==> src/rtl/flag_int_if.sv <==
// flag_int_if: control/status bundle between the control unit and flag_int_unit
interface flag_int_if;
  logic RST;
  logic C_IN;
  logic Z_IN;
  logic FLG_C_SET;
  logic FLG_C_CLR;
  logic FLG_C_LD;
  logic FLG_Z_LD;
  logic FLG_LD_SEL;
  logic FLG_SHAD_LD;
  logic I_SET;
  logic I_CLR;
  logic INT_ACK;
  logic INT_IN;
  logic C_FLAG;
  logic Z_FLAG;
  logic I_FLAG;
  logic INT_CU;
  logic INT_PEND;
  modport slave (
    input  RST, C_IN, Z_IN, FLG_C_SET, FLG_C_CLR, FLG_C_LD, FLG_Z_LD, FLG_LD_SEL,
           FLG_SHAD_LD, I_SET, I_CLR, INT_ACK, INT_IN,
    output C_FLAG, Z_FLAG, I_FLAG, INT_CU, INT_PEND
  );
  modport master (
    output RST, C_IN, Z_IN, FLG_C_SET, FLG_C_CLR, FLG_C_LD, FLG_Z_LD, FLG_LD_SEL,
           FLG_SHAD_LD, I_SET, I_CLR, INT_ACK, INT_IN,
    input  C_FLAG, Z_FLAG, I_FLAG, INT_CU, INT_PEND
  );
endinterface

==> src/rtl/flag_int_unit.sv <==
// flag_int_unit: carry/zero/interrupt-enable flags with shadow copies and a synchronized interrupt latch
module flag_int_unit (
  input logic       CLK,
  input logic       RESET,
  flag_int_if.slave bus
);
  logic r_c, r_z, r_i, r_shad_c, r_shad_z, r_pend, r_s1, r_s2, r_s3;
  logic w_c, w_z, w_i, w_shad_c, w_shad_z, w_pend, w_rise, w_src_c, w_src_z;
  always_comb begin
    w_src_c  = bus.FLG_LD_SEL ? r_shad_c : bus.C_IN;
    w_src_z  = bus.FLG_LD_SEL ? r_shad_z : bus.Z_IN;
    w_c      = bus.RST ? 1'b0 : bus.FLG_C_CLR ? 1'b0 : bus.FLG_C_SET ? 1'b1 : bus.FLG_C_LD ? w_src_c : r_c;
    w_z      = bus.RST ? 1'b0 : bus.FLG_Z_LD ? w_src_z : r_z;
    w_shad_c = bus.RST ? 1'b0 : bus.FLG_SHAD_LD ? r_c : r_shad_c;
    w_shad_z = bus.RST ? 1'b0 : bus.FLG_SHAD_LD ? r_z : r_shad_z;
    w_i      = bus.RST ? 1'b0 : bus.I_CLR ? 1'b0 : bus.I_SET ? 1'b1 : r_i;
    w_rise   = r_s2 & ~r_s3;
    w_pend   = bus.RST ? 1'b0 : w_rise ? 1'b1 : bus.INT_ACK ? 1'b0 : r_pend;
  end
  // synchronizer flops ignore soft reset so a held request is not re-detected
  always_ff @(posedge CLK or negedge RESET)
    if (!RESET) begin
      {r_c, r_z, r_i, r_shad_c, r_shad_z, r_pend} <= '0;
      {r_s1, r_s2, r_s3} <= '0;
    end else begin
      {r_c, r_z, r_i, r_shad_c, r_shad_z, r_pend} <= {w_c, w_z, w_i, w_shad_c, w_shad_z, w_pend};
      {r_s1, r_s2, r_s3} <= {bus.INT_IN, r_s1, r_s2};
    end
  assign bus.C_FLAG   = r_c;
  assign bus.Z_FLAG   = r_z;
  assign bus.I_FLAG   = r_i;
  assign bus.INT_PEND = r_pend;
  assign bus.INT_CU   = r_pend & r_i;
endmodule

==> src/flat_wrapper.sv <==
// flat-port wrapper written by rule: the top's interface ports become plain ports
module flag_int_unit_flat 
  (CLK, RESET, bus_RST, bus_C_IN, bus_Z_IN, bus_FLG_C_SET, bus_FLG_C_CLR, bus_FLG_C_LD, bus_FLG_Z_LD, bus_FLG_LD_SEL, bus_FLG_SHAD_LD, bus_I_SET, bus_I_CLR, bus_INT_ACK, bus_INT_IN, bus_C_FLAG, bus_Z_FLAG, bus_I_FLAG, bus_INT_CU, bus_INT_PEND);
  flag_int_if bus_i ();
  input logic CLK;
  input logic RESET;
  input wire logic [$bits(bus_i.RST)-1:0] bus_RST;
  input wire logic [$bits(bus_i.C_IN)-1:0] bus_C_IN;
  input wire logic [$bits(bus_i.Z_IN)-1:0] bus_Z_IN;
  input wire logic [$bits(bus_i.FLG_C_SET)-1:0] bus_FLG_C_SET;
  input wire logic [$bits(bus_i.FLG_C_CLR)-1:0] bus_FLG_C_CLR;
  input wire logic [$bits(bus_i.FLG_C_LD)-1:0] bus_FLG_C_LD;
  input wire logic [$bits(bus_i.FLG_Z_LD)-1:0] bus_FLG_Z_LD;
  input wire logic [$bits(bus_i.FLG_LD_SEL)-1:0] bus_FLG_LD_SEL;
  input wire logic [$bits(bus_i.FLG_SHAD_LD)-1:0] bus_FLG_SHAD_LD;
  input wire logic [$bits(bus_i.I_SET)-1:0] bus_I_SET;
  input wire logic [$bits(bus_i.I_CLR)-1:0] bus_I_CLR;
  input wire logic [$bits(bus_i.INT_ACK)-1:0] bus_INT_ACK;
  input wire logic [$bits(bus_i.INT_IN)-1:0] bus_INT_IN;
  output wire logic [$bits(bus_i.C_FLAG)-1:0] bus_C_FLAG;
  output wire logic [$bits(bus_i.Z_FLAG)-1:0] bus_Z_FLAG;
  output wire logic [$bits(bus_i.I_FLAG)-1:0] bus_I_FLAG;
  output wire logic [$bits(bus_i.INT_CU)-1:0] bus_INT_CU;
  output wire logic [$bits(bus_i.INT_PEND)-1:0] bus_INT_PEND;
  assign bus_i.RST = bus_RST;
  assign bus_i.C_IN = bus_C_IN;
  assign bus_i.Z_IN = bus_Z_IN;
  assign bus_i.FLG_C_SET = bus_FLG_C_SET;
  assign bus_i.FLG_C_CLR = bus_FLG_C_CLR;
  assign bus_i.FLG_C_LD = bus_FLG_C_LD;
  assign bus_i.FLG_Z_LD = bus_FLG_Z_LD;
  assign bus_i.FLG_LD_SEL = bus_FLG_LD_SEL;
  assign bus_i.FLG_SHAD_LD = bus_FLG_SHAD_LD;
  assign bus_i.I_SET = bus_I_SET;
  assign bus_i.I_CLR = bus_I_CLR;
  assign bus_i.INT_ACK = bus_INT_ACK;
  assign bus_i.INT_IN = bus_INT_IN;
  assign bus_C_FLAG = bus_i.C_FLAG;
  assign bus_Z_FLAG = bus_i.Z_FLAG;
  assign bus_I_FLAG = bus_i.I_FLAG;
  assign bus_INT_CU = bus_i.INT_CU;
  assign bus_INT_PEND = bus_i.INT_PEND;
  flag_int_unit u_core (.CLK(CLK), .RESET(RESET), .bus(bus_i));
endmodule
==> config.mk <==
export PLATFORM = sky130hd
export DESIGN_NAME = flag_int_unit_flat
export DESIGN_NICKNAME = d
export VERILOG_FILES = /design/src/rtl/flag_int_if.sv /design/src/rtl/flag_int_unit.sv /design/src/flat_wrapper.sv
export SDC_FILE = /design/constraint.sdc
export NUM_CORES = 1
export LEC_CHECK = 0
export ABC_AREA = 1
export CAP_MARGIN = 40
export CORE_AREA = 2 2 39 41
export CTS_CLUSTER_SIZE = 40
export DETAILED_ROUTE_END_ITERATION = 10
export DIE_AREA = 0 0 41 43
export PLACE_DENSITY_LB_ADDON = 0.12
export SLEW_MARGIN = 40
export SYNTH_ARGS = -nofsm -noshare
export SYNTH_HDL_FRONTEND = slang
export SYNTH_SLANG_ARGS = --single-unit
==> constraint.sdc <==
create_clock -name CLK -period 0.8 [get_ports CLK]
set_input_delay 0.16 -clock CLK [delete_from_list [all_inputs] [get_ports CLK]]
set_output_delay 0.16 -clock CLK [all_outputs]
set_load 0.01 [all_outputs]
==> flow_summary.ini <==
[floorplan]
ios = 20
coreArea_sq_um = 1380
die_area_sq_um = 1760
initial_core_util_pct = 26.3
core.rowCount = 14
die_height_um = 43
fp.dieW_um = 41

[sta]
finalHoldViolations = 0
setup_ws_ns = -0.221
worstMarginPinSlew_ns = 0.227
max_slew_margin_pct = 84.9
period_share_pct = 128
report.final.slew_viol_count = 0
rsz0062_at_grt = yes
finClkSkew_ns = 0.000734
fmax_ghz = 0.980
setup_tns_ns = -0.809
hold_slack_ns = 0.179
fin_crit_ns = 1.02
setup_viol_count_final = 6

[critical_path]
r2r_cells = 5
start_kind = flop
crit_type = flop to output pin
worstSetupEndpointType = output pin
r2r-end = u_core.bus.Z_FLAG
crit_required_ns = 0.64
startpoint = u_core.bus.INT_PEND
critPathMaxFanout = 3
r2r_setup_slack_ns = -0.01
r2r-start = u_core.bus.Z_FLAG
cp.arrival_ns = 0.86

[final_layout]
final_cell_area_sq_um = 628
fin_cells = 83
drive_above_1_share_pct = 23.9
insertedDiodeCount = 0
utilization_pct = 45.4
nets = 83
syn2layout_area_growth_pct = 72.5

[placement]
dpl.hpwl_um = 586
place_area_sq_um = 597
place.port_buffers = 19
post-place-ws_ns = -0.330
dp_cells = 79
gp_congestion = 0.704

[cts]
clock_path_buffers = 2
cts_tree = built
path_clk_slew_ns = 0.06
clockRootBuffer = clkbuf_4
cts_setup_buffers = 0
cts_buffers = 3
cts.sinks = 9
h-tree-depth = 1
clk_latency_ns = 0.25

[hold_path]
min_path_type = input port to async pin

[global_routing]
grt.total_usage_pct = 11.1
grt_max_degree = 10
grt_overflow = 0
antenna_found_initial = 0
grt_pass1_wl_mm = 1.28
grt_pass1_vias = 329

[synthesis]
avgSynthCellArea_sq_um = 8.88
yosys.area_share.simple_pct = 20.3
syn_nets = 56
synthCells = 41
synth_warnings = 0
ys_types = 10
synth_top_family_by_area = simple AND/OR/NAND/NOR gates
synth_xor_area_share_pct = 0
synth.area.mux_share_pct = 0
synth_compound_area_share_pct = 8.59
synth_area_sq_um = 364
synth-adder-area-share_pct = 0
synth-seq-cells = 9
ys_seq_area_share_pct = 61.9

[drt]
wl_um = 786
drc_errors = 0
wire_per_inst_um = 9.47
num_vias = 342
drt_first_pass_iters = 4
viasPerCell = 4.12
drt_iter0_drc = 6
ant_nets = 0

[power]
p_total_mw = 0.999
powerDensity_nw_per_um2 = 1590
leakage_nw = 0.331
max-vdd-ir-drop_mv = 1.16

[status]
outcome = finished with violations
violations = setup timing

[run]
maxCapViolations = 0
## power by group
group | internal [mW] | switching (mW)
sequential | 0.479 | 0.0121
combinational | 0.101 | 0.0701
clock | 0.191 | 0.145
total | 0.771 | 0.228
## flip-flops by register name, indices dropped and copies added (netlist names)
| signal | flops |
|---|---|
| u_core.bus.C_FLAG | 1 |
| u_core.bus.INT_PEND | 1 |
| u_core.bus.I_FLAG | 1 |
| u_core.bus.Z_FLAG | 1 |
| u_core.r_s1 | 1 |
| u_core.r_s2 | 1 |
| u_core.r_s3 | 1 |
| u_core.r_shad_c | 1 |
| u_core.r_shad_z | 1 |
## cells by family after synthesis
logic type	Yosys count
simple gates	18
buf+inv	9
compound gates	5
flops	9
## how the worst max path moves through the flow
stage,endpoint,slack [ns],cells past startpoint
detailed placement,bus_INT_CU,-0.33,3
global route,bus_INT_CU,-0.27,3
finish,bus_INT_CU,-0.22,3
CTS,bus_INT_CU,-0.23,3
floorplan,u_core.bus.C_FLAG,0.03,2
global placement,bus_INT_CU,-0.33,3
## layout make-up
cell class | instances | area [sq um]
timing repair buffer | 22 | 195
inverter | 9 | 33.8
clock buffer | 4 | 26.3
fill | 147 | 756
multi-input combinational | 23 | 128
sequential | 9 | 225
tap | 16 | 20.0
## critical path: stages (launching register included)
cell     delay [ns]
dfrtp_1        0.39
nand2_1        0.06
inv_1          0.03
buf_2          0.12
## metal layers
metal | routed length (um) | global-route usage [%] | part of all wire, %
met5 | 0 | 0 | 0
met1 | 319 | 12.1 | 41
met2 | 391 | 16.3 | 50
met3 | 74 | 7.85 | 9.4
met4 | 0 | 4.00 | 0
## placed cells by master (no fill, tap or decap), drive strengths merged
cell type,synthesis,layout
dlygate4sd2,0,2
clkbuf,0,4
inv,9,9
a21oi,4,4
nand3,2,2
nor3,1,1
dfrtp,9,9
a211oi,1,1
clkdlybuf4s50,0,11
dlymetal6s2s,0,1
nor2,6,6
buf,0,8
or2,1,1
nand2,8,8
## Yosys cell counts
cell	instances	area share (%)
a211oi_1	1	2.1
a21oi_1	3	4.1
a21oi_2	1	2.4
dfrtp_1	9	62
inv_1	9	9.3
nand2_1	8	8.2
nand3_1	2	2.7
nor2_1	6	6.2
nor3_1	1	1.4
or2_1	1	1.7
## what timing repair did
action,4_1_cts,5_1_grt
endpoints found under the hold margin,0,0
pin swaps,5,2
hold buffers,0,0
endpoints found under the setup margin,8,9
resized for setup,26,4
(Power assumes the default switching activity.)
